--- src/rtl/cla_4bits.sv ---
// 4-bit carry-lookahead adder slice with registered result and valid tag.
// Optional group generate/propagate outputs: define CLA_4BITS_GROUP_PG_EN.
module cla_4bits #(
    parameter int unsigned IN_REG = 0
) (
    input  logic       clk,
    input  logic       rst_n,
    input  logic       in_valid,
    input  logic [3:0] a,
    input  logic [3:0] b,
    input  logic       cin,
    output logic [3:0] sum,
    output logic       cout,
    output logic       out_valid
`ifdef CLA_4BITS_GROUP_PG_EN
    ,
    output logic       gp,
    output logic       gg
`endif
);

    logic [3:0] a_s;
    logic [3:0] b_s;
    logic       cin_s;
    logic       v_s;

    generate
        if (IN_REG != 0) begin : g_in_reg
            logic [3:0] a_q;
            logic [3:0] b_q;
            logic       cin_q;
            logic       v_q;

            always_ff @(posedge clk or negedge rst_n) begin
                if (!rst_n) begin
                    a_q   <= 4'd0;
                    b_q   <= 4'd0;
                    cin_q <= 1'b0;
                    v_q   <= 1'b0;
                end else begin
                    a_q   <= a;
                    b_q   <= b;
                    cin_q <= cin;
                    v_q   <= in_valid;
                end
            end

            assign a_s   = a_q;
            assign b_s   = b_q;
            assign cin_s = cin_q;
            assign v_s   = v_q;
        end else begin : g_no_in_reg
            assign a_s   = a;
            assign b_s   = b;
            assign cin_s = cin;
            assign v_s   = in_valid;
        end
    endgenerate

    logic [3:0] g;
    logic [3:0] p;
    logic [4:0] c;

    assign g = a_s & b_s;
    assign p = a_s ^ b_s;

    // Every carry is a flat sum-of-products of g, p and cin; no carry feeds another.
    assign c[0] = cin_s;
    assign c[1] = g[0]
                | (p[0] & cin_s);
    assign c[2] = g[1]
                | (p[1] & g[0])
                | (p[1] & p[0] & cin_s);
    assign c[3] = g[2]
                | (p[2] & g[1])
                | (p[2] & p[1] & g[0])
                | (p[2] & p[1] & p[0] & cin_s);
    assign c[4] = g[3]
                | (p[3] & g[2])
                | (p[3] & p[2] & g[1])
                | (p[3] & p[2] & p[1] & g[0])
                | (p[3] & p[2] & p[1] & p[0] & cin_s);

    logic [3:0] sum_d;
    logic       cout_d;
    logic [3:0] sum_q;
    logic       cout_q;
    logic       out_valid_q;

    assign sum_d  = p ^ c[3:0];
    assign cout_d = c[4];

    always_ff @(posedge clk or negedge rst_n) begin
        if (!rst_n) begin
            sum_q       <= 4'd0;
            cout_q      <= 1'b0;
            out_valid_q <= 1'b0;
        end else begin
            out_valid_q <= v_s;
            if (v_s) begin
                sum_q  <= sum_d;
                cout_q <= cout_d;
            end
        end
    end

    assign sum       = sum_q;
    assign cout      = cout_q;
    assign out_valid = out_valid_q;

`ifdef CLA_4BITS_GROUP_PG_EN
    logic gp_d;
    logic gg_d;
    logic gp_q;
    logic gg_q;

    assign gp_d = p[3] & p[2] & p[1] & p[0];
    assign gg_d = g[3]
                | (p[3] & g[2])
                | (p[3] & p[2] & g[1])
                | (p[3] & p[2] & p[1] & g[0]);

    always_ff @(posedge clk or negedge rst_n) begin
        if (!rst_n) begin
            gp_q <= 1'b0;
            gg_q <= 1'b0;
        end else if (v_s) begin
            gp_q <= gp_d;
            gg_q <= gg_d;
        end
    end

    assign gp = gp_q;
    assign gg = gg_q;
`endif

endmodule

--- config.mk ---
export PLATFORM = sky130hd
export DESIGN_NAME = cla_4bits
export DESIGN_NICKNAME = d
export VERILOG_FILES = /design/src/rtl/cla_4bits.sv
export SDC_FILE = /design/constraint.sdc
export NUM_CORES = 1
export LEC_CHECK = 0
export BUFFER_PORTS_ARGS = -buffer_cell sky130_fd_sc_hd__buf_2
export CORE_AREA = 2 2 39 41
export DETAILED_ROUTE_END_ITERATION = 6
export DIE_AREA = 0 0 41 43
export GPL_TIMING_DRIVEN = 0
export PLACE_DENSITY_LB_ADDON = 0.15
export SETUP_SLACK_MARGIN = 0.5
export SKIP_CTS_REPAIR_TIMING = 1
export SLEW_MARGIN = 5
export SYNTH_ARGS = -nofsm -noshare
export SYNTH_HDL_FRONTEND = slang
export SYNTH_SLANG_ARGS = --single-unit
--- constraint.sdc ---
create_clock -name clk -period 2.75 [get_ports clk]
set_clock_uncertainty 0.15 [all_clocks]
set_input_delay 0.4125 -clock clk [delete_from_list [all_inputs] [get_ports clk]]
set_output_delay 0.4125 -clock clk [all_outputs]
set_load 0.01 [all_outputs]
## Yosys cells after proc, flatten, opt, wreduce, memory -nomap -nowiden

Index checks and enable logic that the tools add are counted.

- Bits in registers: 6
- Input bits: 12
- Output and inout bits: 6
- Logic and storage cells: 32

- Bitwise operators: 29

Operator list:

| cell | number |
|---|---|
| $and 1x1->1 | 16 |
| $or 1x1->1 | 10 |
| $xor 4x4->4 | 2 |
| $and 4x4->4 | 1 |

## Depth between registers and ports, before layout

Gate-level depths: netlist (run 1).

- Depth in word-level cells: 6
- Mapped depth: 4
- Gate-level depth less buffers: 4

## Worst setup path before layout (run 1)

OpenSTA, ideal clock, no wires.

- Path kind: input to register
- Start: input port a[1]
- End: register sum_q[2] (netlist: sum[2])
- Library setup time: 71 ps
- Arrival: 1366 ps
- Data required time: 2529 ps
- Slack: 1163 ps
- Stages: 4
- Path buffers: 0
- Cells stage by stage: ha_1 inv_2 or4_1 nand4_1

- Cells in the longest elaborated chain, start to end: 5

Ends and longest elaborated chain:

| item | RTL line | RTL |
|---|---|---|
| start, declared | 9 | `input logic [3:0] a,` |
| $xor 4x4->4 | 65 | `assign p = a_s ^ b_s;` |
| $and 1x1->1, on equally long branches | 72, 73 |  |
| $or 1x1->1 or $and 1x1->1 (tied branches) | 72, 73 |  |
| $or 1x1->1 * | 73 | `\| (p[1] & p[0] & cin_s);` |
| $xor 4x4->4 * | 90 | `assign sum_d = p ^ c[3:0];` |
| end signal, assigned | 101 | `sum_q <= sum_d;` |
| end, declared | 86 | `logic [3:0] sum_q;` |

Mark *: on every way between the ends. The rest lies on a longest branch, timed or not.
A chain may end at the register's enable or synchronous reset.

## Worst setup path after layout (run 1)

- Start: input port a[2]
- End: register sum_q[3] (netlist: sum[3])

- Cells in the longest elaborated chain, start to end: 6

Ends and longest elaborated chain:

| item | RTL line | RTL |
|---|---|---|
| $xor 4x4->4 | 65 |  |
| $and 1x1->1, on equally long branches | 75, 76, 77 |  |
| $or 1x1->1, or another cell as far along | 75 | `\| (p[2] & g[1])` |
| $or 1x1->1 or $and 1x1->1 (tied branches) | 76, 77 |  |
| $or 1x1->1 * | 77 | `\| (p[2] & p[1] & p[0] & cin_s);` |
| $xor 4x4->4 * | 90 |  |

Marked as above.

==> results_dict.tcl, run 1 <==
set metrics [dict create \
    number_of_vias_per_cell 4.67 \
    drv_slew 0 \
    ios 18 \
    groute.layer.met3.usage 0.0157 \
    drt_first_iter_violations 4 \
    layout_commonest_cell "sky130_fd_sc_hd__buf_2" \
    worstPathBufferInverterCount 1 \
    grt_start_max_net_pins 9 \
    path_cells "buf_2, ha_1, and4_1, a221oi_1, nand3_1" \
    met2_usage 0.150 \
    cp_data_required_time_ns 2.72 \
    ys_types 27 \
    power.density_nw_per_um2 487 \
    via_count 364 \
    critical-path-top-delay-family "adder cells" \
    worst-slew-pin-transition_ns 0.229 \
    number_of_remaining_drc_errors 0 \
    antenna_violating_nets_post_route 0 \
    timing.final.hold_violations 0 \
    outcome "completed" \
    synthToLayoutAreaGrowth_pct 33.0 \
    power.leakage_nw 0.291 \
    cp_data_arrival_time_ns 1.48 \
    start_util 0.301 \
    synth_top_family_by_area "simple AND/OR/NAND/NOR gates" \
    drive_gt1_frac 0.403 \
    grt_most_used_layer "met2" \
    final_nets 81 \
    grt_pass1_vias 344 \
    synth_seq_area_share 0.360 \
    syn_nets 58 \
    hold_path_depth 1 \
    dieWidth_um 41 \
    synth_xor_area_frac 0.0210 \
    routability_congestion_estimate 0.684 \
    antenna_cells 0 \
    synth_mux_area_frac 0.0511 \
    max_stage_delay_on_crit_path_ns 0.36 \
    final.hold.worst_slack_ns 0.157 \
    gr-total-overflow 0 \
    number_of_cells_on_the_critical_path 5 \
    grt_first_pass_wirelength_um 1280 \
    clock_insertion_delay_worst_skew_ns 0.24 \
    cts-root-buf "sky130_fd_sc_hd__clkbuf_4" \
    tmin_final_ns 1.52 \
    cpMaxStageDelayCell "sky130_fd_sc_hd__ha_1" \
    yosysWarnings 0 \
    cts.htree.levels 1 \
    post_synth_inst_count 41 \
    count_of_maximum_capacitance_violations 0 \
    cts_made_buffers 3 \
    worst_reg2reg_path_endpoint "sum[3]" \
    numClockSinks 6 \
    final_cell_area_um2 554 \
    die_y_um 43 \
    route.detailed.wl_per_inst_um 10.6 \
    clk_pin_slew_ns 0.04 \
    layout_common_cells "17 x sky130_fd_sc_hd__buf_2, 6 x sky130_fd_sc_hd__dfrtp_1, 4 x sky130_fd_sc_hd__inv_1, 4 x sky130_fd_sc_hd__ha_1" \
    min_period_over_period 0.552 \
    worstRegToRegCells 2 \
    post-synth-top-area-cell "sky130_fd_sc_hd__dfrtp_1" \
    hold_end "out_valid" \
    setup_viol 0 \
    ir_drop_mv 0.126 \
    io_buffer_count 17 \
    timing.critical_path.fanout_max 7 \
    row_count 14 \
    startpoint_type "input pin" \
    critical_path.endpoint_type "register" \
    synth_compound_area_frac 0.138 \
    synthesis.area_per_instance_um2 10.2 \
    total_power_uw 270 \
    critical_hold_path_startpoint "in_valid" \
    reg2reg_from "sum[3]" \
    dpl_cell_area_um2 522 \
    drt_wl_total_um 826 \
    max-clock-path-buffers 2 \
    worstHoldPathType "input pin to register" \
    postSynthRegisterBits 6 \
    die_area_um2 1760 \
    worst-r2r-setup-slack_ns 1.70 \
    synth_area_leaders "sky130_fd_sc_hd__dfrtp_1 36%, sky130_fd_sc_hd__ha_1 12%, sky130_fd_sc_hd__fa_1 4.8%, sky130_fd_sc_hd__inv_1 3.6%, sky130_fd_sc_hd__buf_6 2.7%" \
    yosys.area.top_type_share 0.360 \
    groute.layer.met1.usage 0.143 \
    start_to_end_type_of_the_worst_setup_path "input pin to register" \
    synth-simple-area-share 0.174 \
    antenna_found_initial 0 \
    fin_tns_setup_ns 0 \
    max-slew-margin-rel 0.848 \
    clock_tree_from_tritoncts "built" \
    rsz0062_at_grt "false" \
    mappedNetlistArea_um2 417 \
    synth_fa_ha_area_frac 0.168 \
    max_freq_ghz 0.659 \
    coreArea_um2 1380 \
    first_pass_iters 3 \
    grt.total_usage 0.108 \
]
[layer usage]
metal | routed length (um) | vias up
met5 | 0 | -
met1 | 409 | 156
met3 | 62 | 0
met4 | 0 | 0
met2 | 354 | 14
li1 | - | 194
[synthesized netlist by cell type (all sizes together)]
master   count
and4         1
nand3b       1
or3          1
a21oi        1
and3b        1
a21o         1
nand3        2
inv          6
nand4        1
buf          1
fa           1
ha           4
o2111ai      1
or4          1
nand2        3
mux2         1
a221oi       1
xnor2        1
nor2b        1
mux2i        1
a211oi       1
dfrtp        6
o21ai        2
a211o        1
[state kept, by name, indices dropped and copies added, names as in the netlist]
signal / flops
cout: 1
out_valid: 1
sum: 4
[kinds of logic after synthesis]
family          count (synthesis)
buf+inv                         7
mux                             2
simple gates                   12
fa+ha+maj                       5
compound gates                  8
xor+xnor                        1
flops                           6
[worst max-delay path by stage]
stage,start,to,slack (ns)
2_1_floorplan,a[1],sum[2],1.16
3_3_place_gp,a[2],cout,0.98
3_5_place_dp,a[2],sum[3],0.98
4_1_cts,a[2],sum[3],1.23
5_1_grt,a[2],sum[3],1.14
6_report,a[2],sum[3],1.23
[report_power, final]
group          switching, mW  internal [mW]  total, mW
registers            0.00734          0.103      0.110
clock network         0.0299         0.0492     0.0791
logic                 0.0411         0.0398     0.0809
[area by class of cell]
type                    count  area (um^2)
clock buffers               3         22.5
plain buffers               1         11.3
inverters                   6         25.0
fillers                   146          830
multi-input cells          28          230
flip-flops and latches      6          150
well taps                  16         20.0
repair buffers             18         95.1
[through the flow]
step	util	setup WS (ns)	std cells
after global placement	0.377	0.979	74
after floorplan	-	1.16	41
after CTS	0.393	1.23	77
after global routing	0.401	1.14	78
final	0.401	1.23	78
after detailed placement	0.377	0.978	74
No activity file was read; power rests on OpenSTA's default activity.
==> run 2, diff against run 1 <==
- ABC_AREA: unset -> 1
- clock period: 2.75 -> 1.3 ns (I/O delays scaled with it)
==> run 2 against run 1 <==
- the run now ends with hold timing left
- final cell count grew 10%
- non-clock buffer count grew 4
- cell area grew 20%
- routed wire length grew 2.1%
- first-iteration DRC count grew 100%
- power grew 140%
- synthesized area shrank 9.9%
- via count shrank 1.1%
- sequential cell count is the same
==> results_dict.tcl, run 2 <==
set metrics [dict create \
    setup_viol 0 \
    first_pass_iters 2 \
    switching_share 0.300 \
    clock_tree_from_tritoncts "built" \
    final.fill_count 138 \
    failing_checks "hold timing" \
    antenna_cells 0 \
    io_buffer_count 17 \
    timing.final.hold_violations 1 \
    drt_wl_total_um 843 \
    via_count 360 \
    grt_first_pass_wirelength_um 1200 \
    post-synth-top-area-cell "sky130_fd_sc_hd__dfrtp_1" \
    grt.total_usage 0.104 \
    number_of_vias_per_cell 4.19 \
    timing.critical_path.fanout_max 2 \
    syn_nets 61 \
    clock_power_share 0.272 \
    coreArea_um2 1380 \
    grt_most_used_layer "met2" \
    tmin_final_ns 1.11 \
    cp_data_arrival_time_ns 0.76 \
    clk_pin_slew_ns 0.05 \
    yosysWarnings 0 \
    antenna_violating_nets_post_route 0 \
    cts_made_buffers 3 \
    rsz0062_at_grt "true" \
    count_of_maximum_capacitance_violations 0 \
    startpoint_type "register" \
    layout_common_cells "11 x sky130_fd_sc_hd__buf_2, 7 x sky130_fd_sc_hd__nand2_1, 6 x sky130_fd_sc_hd__dfrtp_1, 6 x sky130_fd_sc_hd__buf_4" \
    synth_mux_area_frac 0 \
    synth_seq_area_share 0.400 \
    path_cells "buf_2" \
    number_of_remaining_drc_errors 0 \
    critical_path.endpoint_type "output pin" \
    synth_top_family_by_area "simple AND/OR/NAND/NOR gates" \
    groute.layer.met3.usage 0.0157 \
    synth_edf_count 0 \
    grt_start_max_net_pins 8 \
    ys_top_cells_by_count "11 x sky130_fd_sc_hd__nand2_1, 6 x sky130_fd_sc_hd__dfrtp_1, 6 x sky130_fd_sc_hd__inv_1" \
    cts-root-buf "sky130_fd_sc_hd__clkbuf_4" \
    drive_gt1_frac 0.600 \
    fin_tns_setup_ns 0 \
    switching_power_uw 191 \
    power.leakage_nw 0.340 \
    postSynthRegisterBits 6 \
    row_count 14 \
    number_of_flip_flops_under_the_largest_register_name 4 \
    groute.layer.met1.usage 0.123 \
    worstPathBufferInverterCount 1 \
    synth_most_common_cell "sky130_fd_sc_hd__nand2_1" \
    antenna_found_initial 0 \
    ys_types 14 \
    routability_congestion_estimate 0.658 \
    cpMaxStageDelayCell "sky130_fd_sc_hd__dfrtp_1" \
    ios 18 \
    die_area_um2 1760 \
    power_frac_seq 0.354 \
    regArea_um2 150 \
    layout_commonest_cell "sky130_fd_sc_hd__buf_2" \
    dieWidth_um 41 \
    final_cells 86 \
    synth_xor_area_frac 0.0233 \
    final_core_utilization 0.482 \
    outcome "finished with violations" \
    synth_compound_area_frac 0.0633 \
    grt_pass1_vias 312 \
    synth-simple-area-share 0.267 \
    numClockSinks 6 \
    post-place-cells 77 \
    max-clock-path-buffers 2 \
    synth-async-reset-ratio 1.00 \
    gr-total-overflow 0 \
    comb_power_share 0.373 \
    synth_fa_ha_area_frac 0.187 \
    worstHoldPathType "input pin to register" \
    synth_flop_cell "sky130_fd_sc_hd__dfrtp_1" \
    multiInputGateArea_um2 272 \
    clock_insertion_delay_worst_skew_ns 0.24 \
    final_nets 89 \
    max_stage_delay_on_crit_path_ns 0.38 \
    ir_drop_mv 0.258 \
    start_util 0.271 \
    intPower_uw 446 \
    cp_data_required_time_ns 0.95 \
    worst-slew-pin-transition_ns 0.203 \
    route.detailed.wl_per_inst_um 9.80 \
    max_freq_ghz 0.904 \
    die_y_um 43 \
    synthToLayoutAreaGrowth_pct 77.7 \
    drv_slew 0 \
    synthesis.area_per_instance_um2 8.53 \
    min_period_over_period 0.850 \
    power.density_nw_per_um2 955 \
    start_to_end_type_of_the_worst_setup_path "register to output pin" \
    post_synth_inst_count 44 \
    max-slew-margin-rel 0.865 \
    cts.htree.levels 1 \
    met2_usage 0.147 \
    critical-path-top-delay-family "flip-flops" \
    drt_first_iter_violations 8 \
    final.hold.worst_slack_ns -0.0230 \
    synth_area_leaders "sky130_fd_sc_hd__dfrtp_1 40%, sky130_fd_sc_hd__ha_1 13%, sky130_fd_sc_hd__nand2_1 11%, sky130_fd_sc_hd__inv_1 6.0%, sky130_fd_sc_hd__fa_1 5.3%" \
    mappedNetlistArea_um2 375 \
    yosys.area.top_type_share 0.400 \
    place.detailed.hpwl_um 611 \
]
run 2: power groups by stage:
stage	Combinational [mW]	Clock [mW]	Sequential, mW
after floorplan	0.0862	0	0.242
after global placement	0.169	0	0.228
after detailed placement	0.170	0	0.230
after CTS	0.171	0.180	0.227
after global routing	0.264	0.187	0.229
final	0.238	0.173	0.226
run 2: layout make-up:
type	instances	share of cell area
inverters	6	0.0488
flip-flops and latches	6	0.225
well taps	16	0.0300
repair buffers	23	0.255
clock buffers	3	0.0338
multi-input cells	32	0.407
run 2: path summary, 6_finish.rpt:
kind / startpoint / end / slack, ns / depth (start not counted)
max in group asynchronous: rst_n / cout / 0.71 / 2
min in group asynchronous: rst_n / sum[1] / 0.14 / 2
worst max register to register: sum[0] / sum[0] / 0.40 / 3
worst max-delay path: sum[0] / sum[0] / 0.19 / 1
worst min register to register: cout / cout / 0.35 / 2
worst min-delay path: in_valid / out_valid / -0.02 / 1
run 2: per-layer routing:
metal	up-vias	share of wire
met1	153	0.41
met2	14	0.50
met3	0	0.087
met4	0	0
li1	193	-
met5	-	0
run 2: kinds of logic after synthesis:
group / count (synthesis)
AOI/OAI and AO/OA: 4
DFF: 6
adders and majority gates: 5
buffers and inverters: 6
xor gates and xnor gates: 1
and+or+nand+nor: 22
run 2: through the flow:
step	instance area (um^2)	setup WS [ns]	total power [mW]
after detailed placement	528	0.0182	0.399
after global placement	528	0.0151	0.397
after global routing	667	0.163	0.679
after CTS	551	0.169	0.577
final	667	0.194	0.637
after floorplan	423	0.182	0.328
